===== src/rtl/i2c_reg_target.sv =====
// i2c_reg_target
//   Register-bank I2C target. Oversamples SCL/SDA on clk, detects START/STOP,
//   matches a 7-bit device address, accepts a register pointer, then either
//   writes data bytes into a local register file or returns register contents
//   to the master.
//
//   Optional build macro: I2C_TARGET_AUTOINC_EN
//     defined   - pointer advances (mod NUM_REGS) after every written byte and
//                 every ACKed read byte
//     undefined - pointer stays fixed for the whole frame
//
// Ports
//   clk, rst           system clock, synchronous active-high reset
//   scl                SCL from the master (sole clock driver)
//   sda_out/_en        master SDA data and drive enable (bus pulled up when _en=0)
//   sda_in             SDA as seen by the master (0 while target pulls low)
//   sda_oe             target is pulling SDA low
//   wr_pulse           one-clk strobe per register written over I2C
//   wr_addr, wr_data   index and data of the last I2C write
//   host_raddr/rdata   combinational local read port (0 when out of range)
//   busy               high from START to STOP
//
// State table
//   IDLE      | bus idle, waiting for START
//   ADDR      | shifting in address + r/w byte
//   ADDR_ACK  | driving ACK for matched address
//   REG       | shifting in register pointer
//   REG_ACK   | driving ACK for valid pointer
//   WDATA     | shifting in a write data byte
//   WDATA_ACK | driving ACK for a written byte
//   RDATA     | shifting out a read data byte
//   RDATA_ACK | sampling master ACK/NACK
//   IGNORE    | not addressed / NACKed, wait for START or STOP

module i2c_reg_target #(
  parameter logic [6:0] TARGET_ADDR = 7'h50,
  parameter int         NUM_REGS    = 16,
  parameter logic [7:0] RESET_VAL   = 8'h00
) (
  input  logic       clk,
  input  logic       rst,
  input  logic       scl,
  input  logic       sda_out,
  input  logic       sda_out_en,
  output logic       sda_in,
  output logic       sda_oe,
  output logic       wr_pulse,
  output logic [7:0] wr_addr,
  output logic [7:0] wr_data,
  input  logic [7:0] host_raddr,
  output logic [7:0] host_rdata,
  output logic       busy
);

  localparam int         PW    = $clog2(NUM_REGS);
  localparam logic [8:0] NREG9 = 9'(NUM_REGS);

  localparam logic [3:0] ST_IDLE      = 4'd0;
  localparam logic [3:0] ST_ADDR      = 4'd1;
  localparam logic [3:0] ST_ADDR_ACK  = 4'd2;
  localparam logic [3:0] ST_REG       = 4'd3;
  localparam logic [3:0] ST_REG_ACK   = 4'd4;
  localparam logic [3:0] ST_WDATA     = 4'd5;
  localparam logic [3:0] ST_WDATA_ACK = 4'd6;
  localparam logic [3:0] ST_RDATA     = 4'd7;
  localparam logic [3:0] ST_RDATA_ACK = 4'd8;
  localparam logic [3:0] ST_IGNORE    = 4'd9;

  logic          bus_sda;
  logic          scl_s1, scl_s2, scl_d;
  logic          sda_s1, sda_s2, sda_d;
  logic          scl_rise, scl_fall, start_det, stop_det;
  logic [3:0]    state;
  logic [3:0]    bit_cnt;
  logic [6:0]    shift;
  logic [7:0]    rx_byte;
  logic [PW-1:0] ptr;
  logic          rw;
  logic          acked;
  logic [7:0]    regs [NUM_REGS];

  // Only the master's contribution is synchronised, so the target's own
  // pull-down can never be mistaken for a START/STOP.
  assign bus_sda = sda_out_en ? sda_out : 1'b1;
  assign sda_in  = sda_oe ? 1'b0 : bus_sda;

  always_ff @(posedge clk) begin
    if (rst) begin
      scl_s1 <= 1'b1;
      scl_s2 <= 1'b1;
      scl_d  <= 1'b1;
      sda_s1 <= 1'b1;
      sda_s2 <= 1'b1;
      sda_d  <= 1'b1;
    end else begin
      scl_s1 <= scl;
      scl_s2 <= scl_s1;
      scl_d  <= scl_s2;
      sda_s1 <= bus_sda;
      sda_s2 <= sda_s1;
      sda_d  <= sda_s2;
    end
  end

  assign scl_rise  = scl_s2 & ~scl_d;
  assign scl_fall  = ~scl_s2 & scl_d;
  // SCL must be high on both sides of the SDA edge so an SDA change that
  // lands in the same sample as an SCL fall is not taken as START/STOP.
  assign start_det = scl_s2 & scl_d & sda_d & ~sda_s2;
  assign stop_det  = scl_s2 & scl_d & ~sda_d & sda_s2;

  assign rx_byte = {shift, sda_s2};

  function automatic logic [PW-1:0] ptr_next(input logic [PW-1:0] p);
`ifdef I2C_TARGET_AUTOINC_EN
    if (p == PW'(NUM_REGS - 1))
      return '0;
    else
      return p + PW'(1);
`else
    return p;
`endif
  endfunction

  always_ff @(posedge clk) begin
    if (rst) begin
      state    <= ST_IDLE;
      bit_cnt  <= 4'd0;
      shift    <= 7'd0;
      ptr      <= '0;
      rw       <= 1'b0;
      acked    <= 1'b0;
      sda_oe   <= 1'b0;
      wr_pulse <= 1'b0;
      wr_addr  <= 8'h00;
      wr_data  <= 8'h00;
      busy     <= 1'b0;
      for (int i = 0; i < NUM_REGS; i++)
        regs[i] <= RESET_VAL;
    end else begin
      wr_pulse <= 1'b0;
      if (start_det) begin
        state   <= ST_ADDR;
        bit_cnt <= 4'd0;
        sda_oe  <= 1'b0;
        busy    <= 1'b1;
      end else if (stop_det) begin
        state   <= ST_IDLE;
        bit_cnt <= 4'd0;
        sda_oe  <= 1'b0;
        busy    <= 1'b0;
      end else begin
        case (state)
          ST_IDLE: sda_oe <= 1'b0;

          ST_ADDR: if (scl_rise) begin
            shift <= rx_byte[6:0];
            if (bit_cnt == 4'd7) begin
              bit_cnt <= 4'd0;
              if (rx_byte[7:1] == TARGET_ADDR) begin
                rw    <= rx_byte[0];
                state <= ST_ADDR_ACK;
              end else begin
                state <= ST_IGNORE;
              end
            end else begin
              bit_cnt <= bit_cnt + 4'd1;
            end
          end

          // ACK phases: first falling edge (8th) starts the pull-down, the
          // second (9th) releases it and moves on.
          ST_ADDR_ACK: if (scl_fall) begin
            if (!sda_oe) begin
              sda_oe <= 1'b1;
            end else begin
              sda_oe  <= 1'b0;
              bit_cnt <= 4'd0;
              state   <= ST_REG;
            end
          end

          ST_REG: if (scl_rise) begin
            shift <= rx_byte[6:0];
            if (bit_cnt == 4'd7) begin
              bit_cnt <= 4'd0;
              if ({1'b0, rx_byte} < NREG9) begin
                ptr   <= rx_byte[PW-1:0];
                state <= ST_REG_ACK;
              end else begin
                state <= ST_IGNORE;
              end
            end else begin
              bit_cnt <= bit_cnt + 4'd1;
            end
          end

          ST_REG_ACK: if (scl_fall) begin
            if (!sda_oe) begin
              sda_oe <= 1'b1;
            end else begin
              bit_cnt <= 4'd0;
              if (rw) begin
                shift  <= regs[ptr][6:0];
                sda_oe <= ~regs[ptr][7];
                state  <= ST_RDATA;
              end else begin
                sda_oe <= 1'b0;
                state  <= ST_WDATA;
              end
            end
          end

          ST_WDATA: if (scl_rise) begin
            shift <= rx_byte[6:0];
            if (bit_cnt == 4'd7) begin
              bit_cnt   <= 4'd0;
              regs[ptr] <= rx_byte;
              wr_pulse  <= 1'b1;
              wr_addr   <= 8'(ptr);
              wr_data   <= rx_byte;
              state     <= ST_WDATA_ACK;
            end else begin
              bit_cnt <= bit_cnt + 4'd1;
            end
          end

          ST_WDATA_ACK: if (scl_fall) begin
            if (!sda_oe) begin
              sda_oe <= 1'b1;
            end else begin
              sda_oe <= 1'b0;
              ptr    <= ptr_next(ptr);
              state  <= ST_WDATA;
            end
          end

          // bit_cnt counts bits already clocked out; the falling edge after
          // the 8th releases SDA for the master's ACK/NACK.
          ST_RDATA: begin
            if (scl_rise) begin
              bit_cnt <= bit_cnt + 4'd1;
            end else if (scl_fall) begin
              if (bit_cnt == 4'd8) begin
                sda_oe  <= 1'b0;
                acked   <= 1'b0;
                bit_cnt <= 4'd0;
                state   <= ST_RDATA_ACK;
              end else begin
                shift  <= {shift[5:0], 1'b0};
                sda_oe <= ~shift[6];
              end
            end
          end

          // Next byte is only driven on the falling edge, never while SCL
          // is high.
          ST_RDATA_ACK: begin
            if (scl_rise) begin
              if (sda_s2) begin
                state <= ST_IGNORE;
              end else begin
                acked <= 1'b1;
                ptr   <= ptr_next(ptr);
              end
            end else if (scl_fall && acked) begin
              shift   <= regs[ptr][6:0];
              sda_oe  <= ~regs[ptr][7];
              bit_cnt <= 4'd0;
              state   <= ST_RDATA;
            end
          end

          ST_IGNORE: sda_oe <= 1'b0;

          default: begin
            state  <= ST_IDLE;
            sda_oe <= 1'b0;
          end
        endcase
      end
    end
  end

  always_comb begin
    host_rdata = 8'h00;
    if ({1'b0, host_raddr} < NREG9)
      host_rdata = regs[host_raddr[PW-1:0]];
  end

endmodule


===== config.mk =====
export PLATFORM = sky130hd
export DESIGN_NAME = i2c_reg_target
export DESIGN_NICKNAME = d
export VERILOG_FILES = /design/src/rtl/i2c_reg_target.sv
export SDC_FILE = /design/constraint.sdc
export NUM_CORES = 1
export LEC_CHECK = 0
export BUFFER_PORTS_ARGS = -buffer_cell sky130_fd_sc_hd__buf_4
export CAP_MARGIN = 20
export CORE_ASPECT_RATIO = 2
export CORE_MARGIN = 4
export CORE_UTILIZATION = 25
export DETAILED_ROUTE_END_ITERATION = 10
export PLACE_DENSITY = 0.41
export SETUP_SLACK_MARGIN = 0.15
export SKIP_CTS_REPAIR_TIMING = 1
export SLEW_MARGIN = 20
export SYNTH_ARGS = -nofsm -noshare
export SYNTH_HDL_FRONTEND = slang
export SYNTH_SLANG_ARGS = --single-unit

===== constraint.sdc =====
create_clock -name clk -period 2.8 [get_ports clk]
set_input_delay 0.14 -clock clk [delete_from_list [all_inputs] [get_ports clk]]
set_output_delay 0.14 -clock clk [all_outputs]
set_load 0.01 [all_outputs]

[Word level (Yosys, flattened, before mapping)]
Memories as Yosys holds them, arrays and structs flattened. A register that Yosys moved wholly into a read port is not among the register bits.
Index checks and enable logic that the tools add are counted.
Operators by class
  $add $sub $neg: 1
  order comparisons: 2
  equality and inequality tests: 59
  muxes and demuxes: 80
  bitwise gates (word level): 17
  reductions and logical operators: 21
Operators by type and width (count)
  2-to-1 mux 4 bit: 32
  2-to-1 mux 7 bit: 9
  != test 4 bit (second input constant): 15
  != test 2 bit (second input constant): 21
  case mux 4 bit (9 select lines): 1
  AND reduction 18 bit: 2
  2-to-1 mux 1 bit: 31
  case mux 7 bit (4 select lines): 1
  == test 4 x 3 -> 1 bit (second input constant): 5
  < comparator 8 x 5 -> 1 bit (second input constant): 2
  2-to-1 mux 8 bit: 2
  case mux 4 bit (4 select lines): 1
  AND reduction 8 bit: 2
  == test 4 bit (second input constant): 3
  != test 3 bit (second input constant): 4
  AND reduction 12 bit: 1
  AND reduction 6 bit: 2
  != test 5 bit (second input constant): 2
  inverter 1 bit: 10
  == test 4 x 2 -> 1 bit (second input constant): 2
  != test 2 x 1 -> 1 bit (second input constant): 4
  nonzero test 4 bit: 2
  OR reduction 8 bit: 1
  bitwise AND 1 bit: 7
  other kinds (14): 18
Storage, ports and cells
  flip-flop bits (word level): 42
  bits in writable memories: 128
  input port bits: 13
  output and inout port bits: 28
  logic and storage cells: 199
  memories kept: 1
Memories
  regs: depth 16, width 8, rd ports 2, clocked after Yosys merged registers in 1, write ports 16, line 80  | logic [7:0] regs [NUM_REGS];

[Longest topological paths before layout]
Gate-level depths: netlist (run 1).
  word-level depth: 10
  mapped depth: 9

[Worst setup path after synthesis (run 1)]
Ideal clock, no wire load.
  kind: reg-to-reg
  from: register bit_cnt[0]
  to: memory regs[13][0], enable pin
  library setup time: 309 ps
  data arrival time: 1855 ps
  data required time: 2491 ps
  slack: 636 ps
  stages on the path, launching flop included: 8
  path buffers: 1
  cells stage by stage: dfxtp_1 ha_1 nand3b_1 a2111oi_4 nand4_1 buf_2 nor2_2 or2_2
RTL lines
  start: declaration: line 74  | logic [3:0] bit_cnt;
  start signal: assignment: line 167  | bit_cnt <= bit_cnt + 4'd1;
  start signal: assignment: line 194  | bit_cnt <= bit_cnt + 4'd1;
  start signal: assignment: line 224  | bit_cnt <= bit_cnt + 4'd1;
  end: declaration: line 80

==> impl_summary.log, run 1 <==
[metrics] result of the run: finished, final reports clean
[metrics] worst ir drop on vdd: between 0.3 and 0.4 mV
[metrics] first-pass GRT wire length: 47540 um
[metrics] FFs w/ async S/R, synth: 0%
[metrics] Antenna Diode Count: 0
[metrics] worst-case setup margin in the final layout: approximately 0.33 ns
[metrics] gate count of the mapped netlist: around 760
[metrics] area taken by flip-flops and latches: 4767 sq um
[metrics] TritonCTS Buffers: 17
[metrics] critical path peak fanout: 2
[metrics] die outline area: between 40000 and 50000 sq um
[metrics] Worst Hold Slack: between 0.3 and 0.4 ns
[metrics] total negative slack: 0 ns
[metrics] first drt pass iteration count: 4
[metrics] Yosys warnings: 0
[metrics] top area cells in the synthesized netlist: sky130_fd_sc_hd__edfxtp_1, sky130_fd_sc_hd__mux4_2, sky130_fd_sc_hd__dfxtp_1
[metrics] count of max-cap constraint violations: 0
[metrics] number of flops mapped to enable cells by yosys: 128
[metrics] global placer's final weighted congestion: approximately 0.94
[metrics] die height: about 290 um
[metrics] RSZ-0062 raised after global routing: false
[metrics] count of pins on the block boundary: 41
[metrics] Setup Crit Path Kind: flip-flop to output pin
[metrics] synthesized area per cell: roughly 13 sq um
[metrics] antenna violations before repair: 0
[metrics] post-placement worst setup slack: between 0.4 and 0.5 ns
[metrics] most used standard cells in the synthesized netlist: sky130_fd_sc_hd__edfxtp_1, sky130_fd_sc_hd__and2_1, sky130_fd_sc_hd__mux4_2, sky130_fd_sc_hd__dfxtp_1, sky130_fd_sc_hd__nor2_1
[metrics] synthesized area: a little under 10000 sq um
[metrics] pin count of the biggest net entering global routing: 59
[metrics] Static Leak: 3.853 nW
[metrics] register clock-pin slew on the reported worst setup and hold paths: around 0.08 ns
[metrics] Post-synth top flop: sky130_fd_sc_hd__edfxtp_1
[metrics] ratio of total power to cell area: 500.5 nW/um^2
[metrics] area taken by multi-input logic gates: roughly 4500 sq um
[metrics] startpoint kind of the worst setup timing path: flip-flop
[metrics] Tightest Hold Check Type: input pin to flip-flop
[metrics] max-slew violation total from the final report: 0
[metrics] endpoint class of the critical path: output pin
[metrics] critical path data required time: approximately 2.7 ns
[metrics] number of global-route vias before repair: between 6000 and 7000
[metrics] highest attainable clock frequency: 0.4055 GHz
[metrics] drt first-iter violations: approximately 360
[metrics] fraction of final layout cells sized beyond drive strength 1: between 30% and 40%
[metrics] sink count of the clock tree: 174
[metrics] final non-filler cell total: approximately 1300
[metrics] sequential area share after synthesis: 49.60%
[metrics] library cells used by synthesis: 68
[metrics] insertion delay of the later-clocked pin in the worst-skew pair: approximately 0.45 ns
[metrics] clk buf depth: 2
[metrics] Starting Density: between 20% and 30%
[metrics] total congestion overflow: 0
[metrics] total routing resource utilization after global routing: between 10% and 20%
[metrics] number of filler instances in the final layout: ~4000
[metrics] Floorplan Core Area: 38040 sq um
[metrics] arrival time at the worst endpoint: approximately 2.3 ns
[metrics] clock skew after layout: 0.01414 ns
[metrics] Final ANT Viol Nets: 0
[metrics] slowest cell on the critical path: sky130_fd_sc_hd__mux4_2
[metrics] final setup violation count: 0
[metrics] final design utilization: slightly below 30%
[metrics] worst-case headroom to the max-slew limit: between 50% and 60%
[metrics] minimum clock period after layout: between 2 and 2.5 ns
[metrics] CTS root buffer: sky130_fd_sc_hd__clkbuf_16
[metrics] routed via count divided by cell count: about 4.8
[metrics] chain of cells forming the critical path: mux4_2 -> mux4_2 -> nor2b_1 -> buf_4
[metrics] Avg WL per Cell: roughly 24 um
[metrics] worst stage delay on the critical path: 0.59 ns
[metrics] proportion of netlist area held by the largest area contributor: 40.01%
[metrics] most frequent cell after synthesis: sky130_fd_sc_hd__edfxtp_1
[metrics] post-detail-place hpwl: between 20000 and 25000 um
[metrics] final hold vios: 0
[metrics] total number of vias: 6440
[metrics] CTS tree: yes
[metrics] Die Wd: roughly 150 um
[metrics] Core Rows: between 100 and 150
[metrics] Remaining DRCs: 0
[metrics] buffers added on ports: 36
[metrics] number of cells after detailed placement: 1299
[metrics] wirelength, routed: approximately 33000 um
[metrics] fraction of the cycle the final worst path needs: between 80% and 90%
[metrics] Tightest Pin Transition: between 0.7 and 0.8 ns
[metrics] number of register bits inferred by synthesis: about 170
[metrics] Critical Path Most Common Cell: sky130_fd_sc_hd__mux4_2
[metrics] number of H-tree levels: 4
[metrics] Final nets: about 820
[metrics] area growth from synthesis to final layout: 17.39%
[metrics] Synth area leader: sky130_fd_sc_hd__edfxtp_1
## state kept, by name, indices dropped and copies added, names as in the netlist, 4 cells and up, named ones only
signal   flops
regs       128
wr_data      8
shift        7
bit_cnt      4
ptr          4
state        4
wr_addr      4
## cells in the final DEF, fill, tap and decap left out, drive strengths merged, types with 22 or more instances in the layout
cell type	Yosys	final
buf	34	96
o21ai	22	22
mux2i	26	26
dfxtp	46	46
mux4	72	72
nor3	35	35
nor2b	23	23
and2	99	99
or2	23	23
nor2	54	54
edfxtp	128	128
## logic make-up after synthesis
| family | synth area share [%] |
|---|---|
| muxes | 20.57 |
| DFF | 49.60 |
| AOI/OAI and AO/OA | 6.499 |
| adders and majority gates | 0.6512 |
| xor gates and xnor gates | 0.2605 |
| and+or+nand+nor | 18.40 |
| other | 0.03904 |
| buffers and inverters | 3.986 |
## stage by stage
| step | area (sq um) | power (mW) |
|---|---|---|
| final | 11280 | 5.644 |
| after global routing | 11280 | 5.820 |
| after CTS | 11250 | 5.705 |
| after detailed placement | 10670 | 3.304 |
| after global placement | 10670 | 3.304 |
| after floorplan | 9618 | 3.145 |
## area by class of cell
cell class / count / share of cell area, %
inverters: 9 / 0.2996
flip-flops and latches: 174 / 42.27
multi-input cells: 505 / 39.64
well taps: 515 / 5.714
repair buffers: 99 / 6.990
clock inverters: 11 / 0.7988
clock buffers: 21 / 4.283
## worst max-delay path, delay by kind of cell (launching register included)
family,cells,cell delay (ns)
multiplexers,2,1.13
flip-flops,1,0.44
AND/OR/NAND/NOR,1,0.16
buffers and inverters,1,0.16
## per-layer routing
metal	part of all wire [%]	track usage, %	vias up
met1	33	14.52	3295
met5	0	0	-
met2	59	31.47	120
met3	1.8	2.163	52
met4	6.6	9.892	0
li1	-	-	2973
## worst paths after layout
check / from / end / slack [ns] / cells after the start
hold / removal: rst / busy$_SDFFE_PP0N_ / 0.35 / 3
hold reg to reg: sda_s1$_SDFF_PP1_ / sda_s2$_SDFF_PP1_ / 0.42 / 1
setup reg to reg: state[1]$_SDFFE_PP0P_ / state[2]$_SDFFE_PP0P_ / 0.37 / 5
setup / recovery: regs[15][2]$_SDFFCE_PN0P_ / host_rdata[2] / 0.33 / 4
## power by group
group	internal (mW)	switching (mW)
Combinational	0.162	0.193
Sequential	2.83	0.0516
Clock	1.27	1.14
Total	4.26	1.38
No activity file was read; power rests on OpenSTA's default activity.
==> inputs of run 2 (changes only) <==
--- a/config.mk
+++ b/config.mk
@@ -11,7 +11,6 @@
 export CORE_MARGIN = 4
 export CORE_UTILIZATION = 25
 export DETAILED_ROUTE_END_ITERATION = 10
-export PLACE_DENSITY = 0.41
 export SETUP_SLACK_MARGIN = 0.15
 export SKIP_CTS_REPAIR_TIMING = 1
 export SLEW_MARGIN = 20
==> run 2 against run 1 <==
  * Combinational power down 3%
  * Largest cell class unchanged
  * Power down 1.6%
  * Critical endpoint is now shift[0]$_SDFFE_PP0P_
  * Sequential share of layout area up 0.20 points
  * Worst setup slack worse by 0.066 ns
  * Critical path depth up 1
  * Via count up 4.3%
  * Clock power down 3%
  * Highest routed layer unchanged
  * Hold slack worse by 0.018 ns
  * First-iteration DRC count up 1.1%
  * Wire length down 9.3%
  * Fmax down 2.6%
  * Largest power group unchanged
==> impl_summary.log, run 2 (synthesis gave the netlist of run 1 again) <==
[metrics] final setup violation count: 0 (unchanged)
[metrics] pin count of the biggest net entering global routing: 59 (unchanged)
[metrics] final non-filler cell total: 1326 (was 1334)
[metrics] highest attainable clock frequency: 0.3950 GHz (was 0.4055 GHz)
[metrics] worst-case setup margin in the final layout: 0.2684 ns (was 0.3340 ns)
[metrics] top library cells by usage in the layout, fill and taps aside: sky130_fd_sc_hd__edfxtp_1, sky130_fd_sc_hd__and2_1, sky130_fd_sc_hd__buf_4 (unchanged)
[metrics] Static Leak: 3.808 nW (was 3.853 nW)
[metrics] Final nets: 816 (was 824)
[metrics] area taken by multi-input logic gates: 4471 sq um (unchanged)
[metrics] minimum clock period after layout: 2.532 ns (was 2.466 ns)
[metrics] global placer's final weighted congestion: 0.9456 (was 0.9392)
[metrics] final design utilization: 29.49% (was 29.65%)
[metrics] critical path peak fanout: 13 (was 2)
[metrics] antenna violations before repair: 1 (was 0)
[metrics] drt first-iter violations: 360 (was 356)
[metrics] number of filler instances in the final layout: 3781 (was 3886)
[metrics] die outline area: 41820 sq um (unchanged)
[metrics] Setup Crit Path Kind: flip-flop to flip-flop (was flip-flop to output pin)
[metrics] insertion delay of the later-clocked pin in the worst-skew pair: 0.45 ns (about the same)
[metrics] most frequent standard cell in the layout excluding fill and tap cells: sky130_fd_sc_hd__edfxtp_1 (unchanged)
[metrics] total congestion overflow: 0 (unchanged)
[metrics] Avg WL per Cell: 22.23 um (was 24.37 um)
[metrics] clk buf depth: 2 (unchanged)
[metrics] fraction of final layout cells sized beyond drive strength 1: 30.33% (was 31.01%)
[metrics] RSZ-0062 raised after global routing: false (unchanged)
[metrics] flip-flop count of the largest register, all copies and words added: 128 (unchanged)
[metrics] final standard cell area without fillers: 11220 sq um (was 11280 sq um)
[metrics] number of global-route vias before repair: 6918 (was 6860)
[metrics] endpoint class of the critical path: flip-flop (was output pin)
[metrics] total power: 5.553 mW (was 5.644 mW)
[metrics] critical path data required time: 3.09 ns (was 2.66 ns)
[metrics] sink count of the clock tree: 174 (unchanged)
[metrics] total number of vias: 6714 (was 6440)
[metrics] total routing resource utilization after global routing: 14.24% (was 15.76%)
[metrics] first-pass GRT wire length: 44020 um (was 47540 um)
[metrics] Starting Density: 25.26% (unchanged)
[metrics] max-slew violation total from the final report: 0 (unchanged)
[metrics] area growth from synthesis to final layout: 16.78% (was 17.39%)
[metrics] die height: 285.2 um (unchanged)
[metrics] TritonCTS Buffers: 17 (unchanged)
[metrics] worst-case headroom to the max-slew limit: 54.95% (was 52.01%)
[metrics] chain of cells forming the critical path: nor2b_1 -> a211oi_1 -> or4_1 -> nor3_1 -> a211oi_1 (was mux4_2 -> mux4_2 -> nor2b_1 -> buf_4)
[metrics] Worst Hold Slack: 0.3311 ns (was 0.3486 ns)
[metrics] startpoint kind of the worst setup timing path: flip-flop (unchanged)
[metrics] Die Wd: 146.6 um (unchanged)
[metrics] ratio of total power to cell area: 495.0 nW/um^2 (was 500.5 nW/um^2)
[metrics] CTS root buffer: sky130_fd_sc_hd__clkbuf_16 (unchanged)
[metrics] wirelength, routed: 29470 um (was 32510 um)
[metrics] largest reg by FF count: regs (unchanged)
[metrics] Antenna Diode Count: 0 (unchanged)
[metrics] Final ANT Viol Nets: 0 (unchanged)
[metrics] Critical Path Most Common Cell: sky130_fd_sc_hd__a211oi_1 (was sky130_fd_sc_hd__mux4_2)
[metrics] count of max-cap constraint violations: 0 (unchanged)
[metrics] number of H-tree levels: 4 (unchanged)
[metrics] post-placement worst setup slack: 0.4054 ns (was 0.4127 ns)
[metrics] clock skew after layout: 0.009520 ns (was 0.01414 ns)
[metrics] worst stage delay on the critical path: 0.67 ns (was 0.59 ns)
[metrics] number of cells after detailed placement: 1291 (was 1299)
[metrics] fraction of the cycle the final worst path needs: 90.41% (was 88.07%)
[metrics] Tightest Hold Check Type: input pin to flip-flop (unchanged)
[metrics] Tightest Pin Transition: 0.6716 ns (was 0.7133 ns)
[metrics] routed via count divided by cell count: 5.063 (was 4.828)
[metrics] worst ir drop on vdd: 0.4495 mV (was 0.3389 mV)
[metrics] total negative slack: 0 ns (unchanged)
[metrics] area taken by flip-flops and latches: 4765 sq um (was 4767 sq um)
[metrics] Core Rows: 101 (unchanged)
[metrics] buffers added on ports: 36 (unchanged)
[metrics] slowest cell on the critical path: sky130_fd_sc_hd__dfxtp_1 (was sky130_fd_sc_hd__mux4_2)
[metrics] result of the run: finished, final reports clean (unchanged)
[metrics] count of pins on the block boundary: 41 (unchanged)
[metrics] CTS tree: yes (unchanged)
[metrics] final hold vios: 0 (unchanged)
[metrics] arrival time at the worst endpoint: 2.82 ns (was 2.33 ns)
[metrics] Floorplan Core Area: 38040 sq um (unchanged)
[metrics] first drt pass iteration count: 5 (was 4)
[metrics] register clock-pin slew on the reported worst setup and hold paths: 0.07 ns (was 0.08 ns)
[metrics] Remaining DRCs: 0 (unchanged)
[metrics] post-detailed-placement cell area: 10610 sq um (was 10670 sq um)
[metrics] post-detail-place hpwl: 22430 um (was 24660 um)
[metrics] Top Registers: regs (128), wr_data (8), shift (7) (unchanged)
[run 2: changes by cell type in the layout (fill, tap and decap cells not counted), sizes merged]
cell	previous run	this run
clkinv	5	9
clkbuf	21	17
buf	96	88
[run 2: per-layer routing]
layer,global-route usage (%),part of all wire (%)
met5,0,0
met4,12.98,9.9
met3,2.417,3.3
met2,27.05,57
met1,12.30,30
[run 2: cell type report]
class                           instances  share of cell area (%)
Sequential cell                       174                   42.47
Tap cell                              515                   5.744
Timing Repair Buffer                   91                   6.491
Inverter                                9                  0.3011
Multi-Input combinational cell        505                   39.85
Clock inverter                         15                   1.350
Clock buffer                           17                   3.792
[run 2: worst paths after layout]
path,from,endpoint,slack [ns],cells past startpoint
worst max-delay path,state[2]$_SDFFE_PP0P_,shift[0]$_SDFFE_PP0P_,0.27,5
worst min-delay path,rst,acked$_SDFFE_PP0P_,0.33,3
worst max register to register,state[2]$_SDFFE_PP0P_,shift[0]$_SDFFE_PP0P_,0.27,5
worst min register to register,sda_s1$_SDFF_PP1_,sda_s2$_SDFF_PP1_,0.42,1
[run 2: worst max-delay path: cells and delay by family (launching register included)]
kind,cells,cell delay [ns]
simple gates,3,1.32
flops,1,0.67
compound gates,2,0.39
[run 2: power breakdown]
group	internal, mW	switching, mW	leakage, nW
logic	0.161	0.182	1.87
registers	2.83	0.0540	1.66
clock network	1.18	1.14	0.280
==> inputs of run 3 (changes only) <==
--- a/config.mk
+++ b/config.mk
@@ -7,10 +7,13 @@
 export LEC_CHECK = 0
 export BUFFER_PORTS_ARGS = -buffer_cell sky130_fd_sc_hd__buf_4
 export CAP_MARGIN = 20
+export CELL_PAD_IN_SITES_DETAIL_PLACEMENT = 0
+export CELL_PAD_IN_SITES_GLOBAL_PLACEMENT = 1
 export CORE_ASPECT_RATIO = 2
 export CORE_MARGIN = 4
 export CORE_UTILIZATION = 25
 export DETAILED_ROUTE_END_ITERATION = 10
+export PLACE_DENSITY_LB_ADDON = 0.1
 export SETUP_SLACK_MARGIN = 0.15
 export SKIP_CTS_REPAIR_TIMING = 1
 export SLEW_MARGIN = 20
==> run 3 against run 2 <==
  * Wire length up 14%
  * Final cell count is 0.98% higher
  * Clock power up 7%
  * Sequential share of layout area fell by 0.40 points
  * Largest cell class unchanged
  * Die area unchanged
  * Non-clock buffer count grew 13
==> impl_summary.log, run 3 (synthesis gave the netlist of run 1 again) <==
[metrics] Worst Hold Slack: 0.3556 ns (was 0.3311 ns)
[metrics] Final ANT Viol Nets: 0 (unchanged)
[metrics] pin count of the biggest net entering global routing: 59 (unchanged)
[metrics] startpoint kind of the worst setup timing path: flip-flop (unchanged)
[metrics] Worst Hold Launch: rst (unchanged)
[metrics] worst stage delay on the critical path: 0.43 ns (was 0.67 ns)
[metrics] Power Internal: 4.349 mW (was 4.176 mW)
[metrics] endpoint with the worst hold slack: wr_data[6]$_SDFFE_PP0P_ (was acked$_SDFFE_PP0P_)
[metrics] total routing resource utilization after global routing: 16.31% (was 14.24%)
[metrics] flip-flop count of the largest register, all copies and words added: 128 (unchanged)
[metrics] capturing point of the worst reg2reg path: shift[1]$_SDFFE_PP0P_ (was shift[0]$_SDFFE_PP0P_)
[metrics] result of the run: finished, final reports clean (unchanged)
[metrics] sequential share of power: 50.5% (was 52.0%)
[metrics] worst-case setup margin in the final layout: 0.3269 ns (was 0.2684 ns)
[metrics] clk buf depth: 2 (unchanged)
[metrics] total congestion overflow: 0 (unchanged)
[metrics] worst ir drop on vdd: 0.3578 mV (was 0.4495 mV)
[metrics] post-detailed-placement cell area: 10700 sq um (was 10610 sq um)
[metrics] routed via count divided by cell count: 4.887 (was 5.063)
[metrics] Setup Crit Path Kind: flip-flop to flip-flop (unchanged)
[metrics] slowest cell on the critical path: sky130_fd_sc_hd__o41ai_1 (was sky130_fd_sc_hd__dfxtp_1)
[metrics] register clock-pin slew on the reported worst setup and hold paths: 0.07 ns (about the same)
[metrics] RR Startpoint: scl_d$_SDFF_PP1_ (was state[2]$_SDFFE_PP0P_)
[metrics] max-slew violation total from the final report: 0 (unchanged)
[metrics] worst-case headroom to the max-slew limit: 45.53% (was 54.95%)
[metrics] total number of vias: 6544 (was 6714)
[metrics] clock skew after layout: 0.01171 ns (was 0.009520 ns)
[metrics] switching portion of total power: 24.11% (was 24.80%)
[metrics] family with the most delay on the worst path: simple AND/OR/NAND/NOR gates (unchanged)
[metrics] minimum clock period after layout: 2.473 ns (was 2.532 ns)
[metrics] count of cells along the worst hold path: 3 (unchanged)
[metrics] worst reg-to-reg path cell count: 8 (was 5)
[metrics] Remaining DRCs: 0 (unchanged)
[metrics] number of H-tree levels: 4 (unchanged)
[metrics] wirelength, routed: 33620 um (was 29470 um)
[metrics] Tightest Pin Transition: 0.8101 ns (was 0.6716 ns)
[metrics] Worst Path Buf+Inv: 2 (was 0)
[metrics] post-detail-place hpwl: 26120 um (was 22430 um)
[metrics] die height: 285.2 um (unchanged)
[metrics] Antenna Diode Count: 0 (unchanged)
[metrics] insertion delay of the later-clocked pin in the worst-skew pair: 0.45 ns (about the same)
[metrics] post-placement worst setup slack: 0.3375 ns (was 0.4054 ns)
[metrics] buffers added on ports: 36 (unchanged)
[metrics] highest attainable clock frequency: 0.4044 GHz (was 0.3950 GHz)
[metrics] endpoint class of the critical path: flip-flop (unchanged)
[metrics] Avg WL per Cell: 25.11 um (was 22.23 um)
[metrics] Floorplan Core Area: 38040 sq um (unchanged)
[metrics] largest reg by FF count: regs (unchanged)
[metrics] CTS tree: yes (unchanged)
[metrics] Core Rows: 101 (unchanged)
[metrics] final standard cell area without fillers: 11330 sq um (was 11220 sq um)
[metrics] count of max-cap constraint violations: 0 (unchanged)
[metrics] number of global-route vias before repair: 7132 (was 6918)
[metrics] r2r setup slk: 0.33 ns (was 0.27 ns)
[metrics] first-pass GRT wire length: 49220 um (was 44020 um)
[metrics] portion of total power attributed to the clock network: 43.3% (was 41.8%)
[metrics] number of filler instances in the final layout: 3848 (was 3781)
[metrics] fraction of the cycle the final worst path needs: 88.32% (was 90.41%)
[metrics] final hold vios: 0 (unchanged)
[metrics] global placer's final weighted congestion: 0.8249 (was 0.9456)
[metrics] critical path peak fanout: 13 (unchanged)
[metrics] arrival time at the worst endpoint: 2.80 ns (was 2.82 ns)
[metrics] CTS root buffer: sky130_fd_sc_hd__clkbuf_16 (unchanged)
[metrics] TritonCTS Buffers: 17 (unchanged)
[metrics] count of pins on the block boundary: 41 (unchanged)
[metrics] first drt pass iteration count: 4 (was 5)
[metrics] Tightest Hold Check Type: input pin to flip-flop (unchanged)
[metrics] sink count of the clock tree: 174 (unchanged)
[metrics] Starting Density: 25.26% (unchanged)
[metrics] Die Wd: 146.6 um (unchanged)
[metrics] critical path data required time: 3.13 ns (was 3.09 ns)
[metrics] top library cells by usage in the layout, fill and taps aside: sky130_fd_sc_hd__edfxtp_1, sky130_fd_sc_hd__buf_4, sky130_fd_sc_hd__and2_1 (was sky130_fd_sc_hd__edfxtp_1, sky130_fd_sc_hd__and2_1, sky130_fd_sc_hd__buf_4)
[metrics] path length in cells of the critical path: 8 (was 5)
[metrics] Static Leak: 3.884 nW (was 3.808 nW)
[metrics] most frequent standard cell in the layout excluding fill and tap cells: sky130_fd_sc_hd__edfxtp_1 (unchanged)
[metrics] final setup violation count: 0 (unchanged)
[metrics] total negative slack: 0 ns (unchanged)
[metrics] Top Registers: regs (128), wr_data (8), shift (7) (unchanged)
[metrics] switching power of the nets: 1.382 mW (was 1.377 mW)
[metrics] antenna violations before repair: 0 (was 1)
[metrics] die outline area: 41820 sq um (unchanged)
[metrics] drt first-iter violations: 462 (was 360)
[metrics] Final nets: 829 (was 816)
[metrics] ratio of total power to cell area: 505.8 nW/um^2 (was 495.0 nW/um^2)
[metrics] RSZ-0062 raised after global routing: false (unchanged)
[metrics] area growth from synthesis to final layout: 17.95% (was 16.78%)
[metrics] chain of cells forming the critical path: inv_1 -> ha_1 -> buf_4 -> nand3b_1 -> a22o_1 -> nor4_1 -> nand2_1 -> o41ai_1 (was nor2b_1 -> a211oi_1 -> or4_1 -> nor3_1 -> a211oi_1)
[metrics] combinational cell fraction of total power: 6.3% (was 6.2%)
[metrics] fraction of final layout cells sized beyond drive strength 1: 31.43% (was 30.33%)
==> run 3: cell type report <==
class	instances	area, sq um	share of cell area (%)
tap	515	644.4	5.687
sequential	174	4767	42.07
clock buffer	17	425.4	3.754
multi-input combinational	505	4471	39.45
timing repair buffer	104	813.3	7.178
inverter	9	33.78	0.2981
clock inverter	15	176.4	1.557
==> run 3: worst reg2reg max path: cells and delay by family, from the launching register on <==
kind	cells	cell delay [ns]
AND/OR/NAND/NOR	3	0.83
AO/OA/AOI/OAI	2	0.66
flip-flops	1	0.36
buffers and inverters	2	0.27
adder cells (fa/ha/maj)	1	0.25
==> run 3: power by group through the flow <==
stage | sequential, mW | combinational, mW | clock [mW]
6_report | 2.89 | 0.360 | 2.48
5_1_grt | 2.90 | 0.381 | 2.65
4_1_cts | 2.89 | 0.368 | 2.56
3_5_place_dp | 2.95 | 0.368 | 0
3_3_place_gp | 2.95 | 0.366 | 0
2_1_floorplan | 2.91 | 0.233 | 0
==> run 3: metrics by stage <==
step | power [mW] | instances | utilization (%)
after CTS | 5.816 | 1336 | 29.71
after global placement | 3.314 | 1304 | 28.12
after detailed placement | 3.317 | 1304 | 28.12
after global routing | 5.928 | 1339 | 29.79
final | 5.731 | 1339 | 29.79
after floorplan | 3.145 | 760 | -
==> run 3: how the worst max path moves through the flow <==
| stage | slack [ns] | startpoint | to |
|---|---|---|---|
| after floorplan | 0.64 | bit_cnt[0]$_SDFFE_PP0P_ | regs[13][0]$_SDFFCE_PN0P_ |
| after global placement | 0.33 | state[2]$_SDFFE_PP0P_ | state[0]$_SDFFE_PP0P_ |
| after detailed placement | 0.34 | state[2]$_SDFFE_PP0P_ | state[0]$_SDFFE_PP0P_ |
| after CTS | 0.31 | regs[11][2]$_SDFFCE_PN0P_ | host_rdata[2] |
| after global routing | 0.21 | scl_d$_SDFF_PP1_ | shift[5]$_SDFFE_PP0P_ |
| final | 0.33 | scl_d$_SDFF_PP1_ | shift[1]$_SDFFE_PP0P_ |
==> run 3: layer usage <==
layer / global-route usage (%) / share of wire (%) / routed length, um / vias to the layer above
li1: - / - / - / 2977
met4: 6.830 / 3.6 / 1226 / 0
met1: 14.73 / 31 / 10540 / 3377
met2: 34.60 / 62 / 20960 / 154
met3: 2.194 / 2.6 / 891 / 36
met5: 0 / 0 / 0 / -
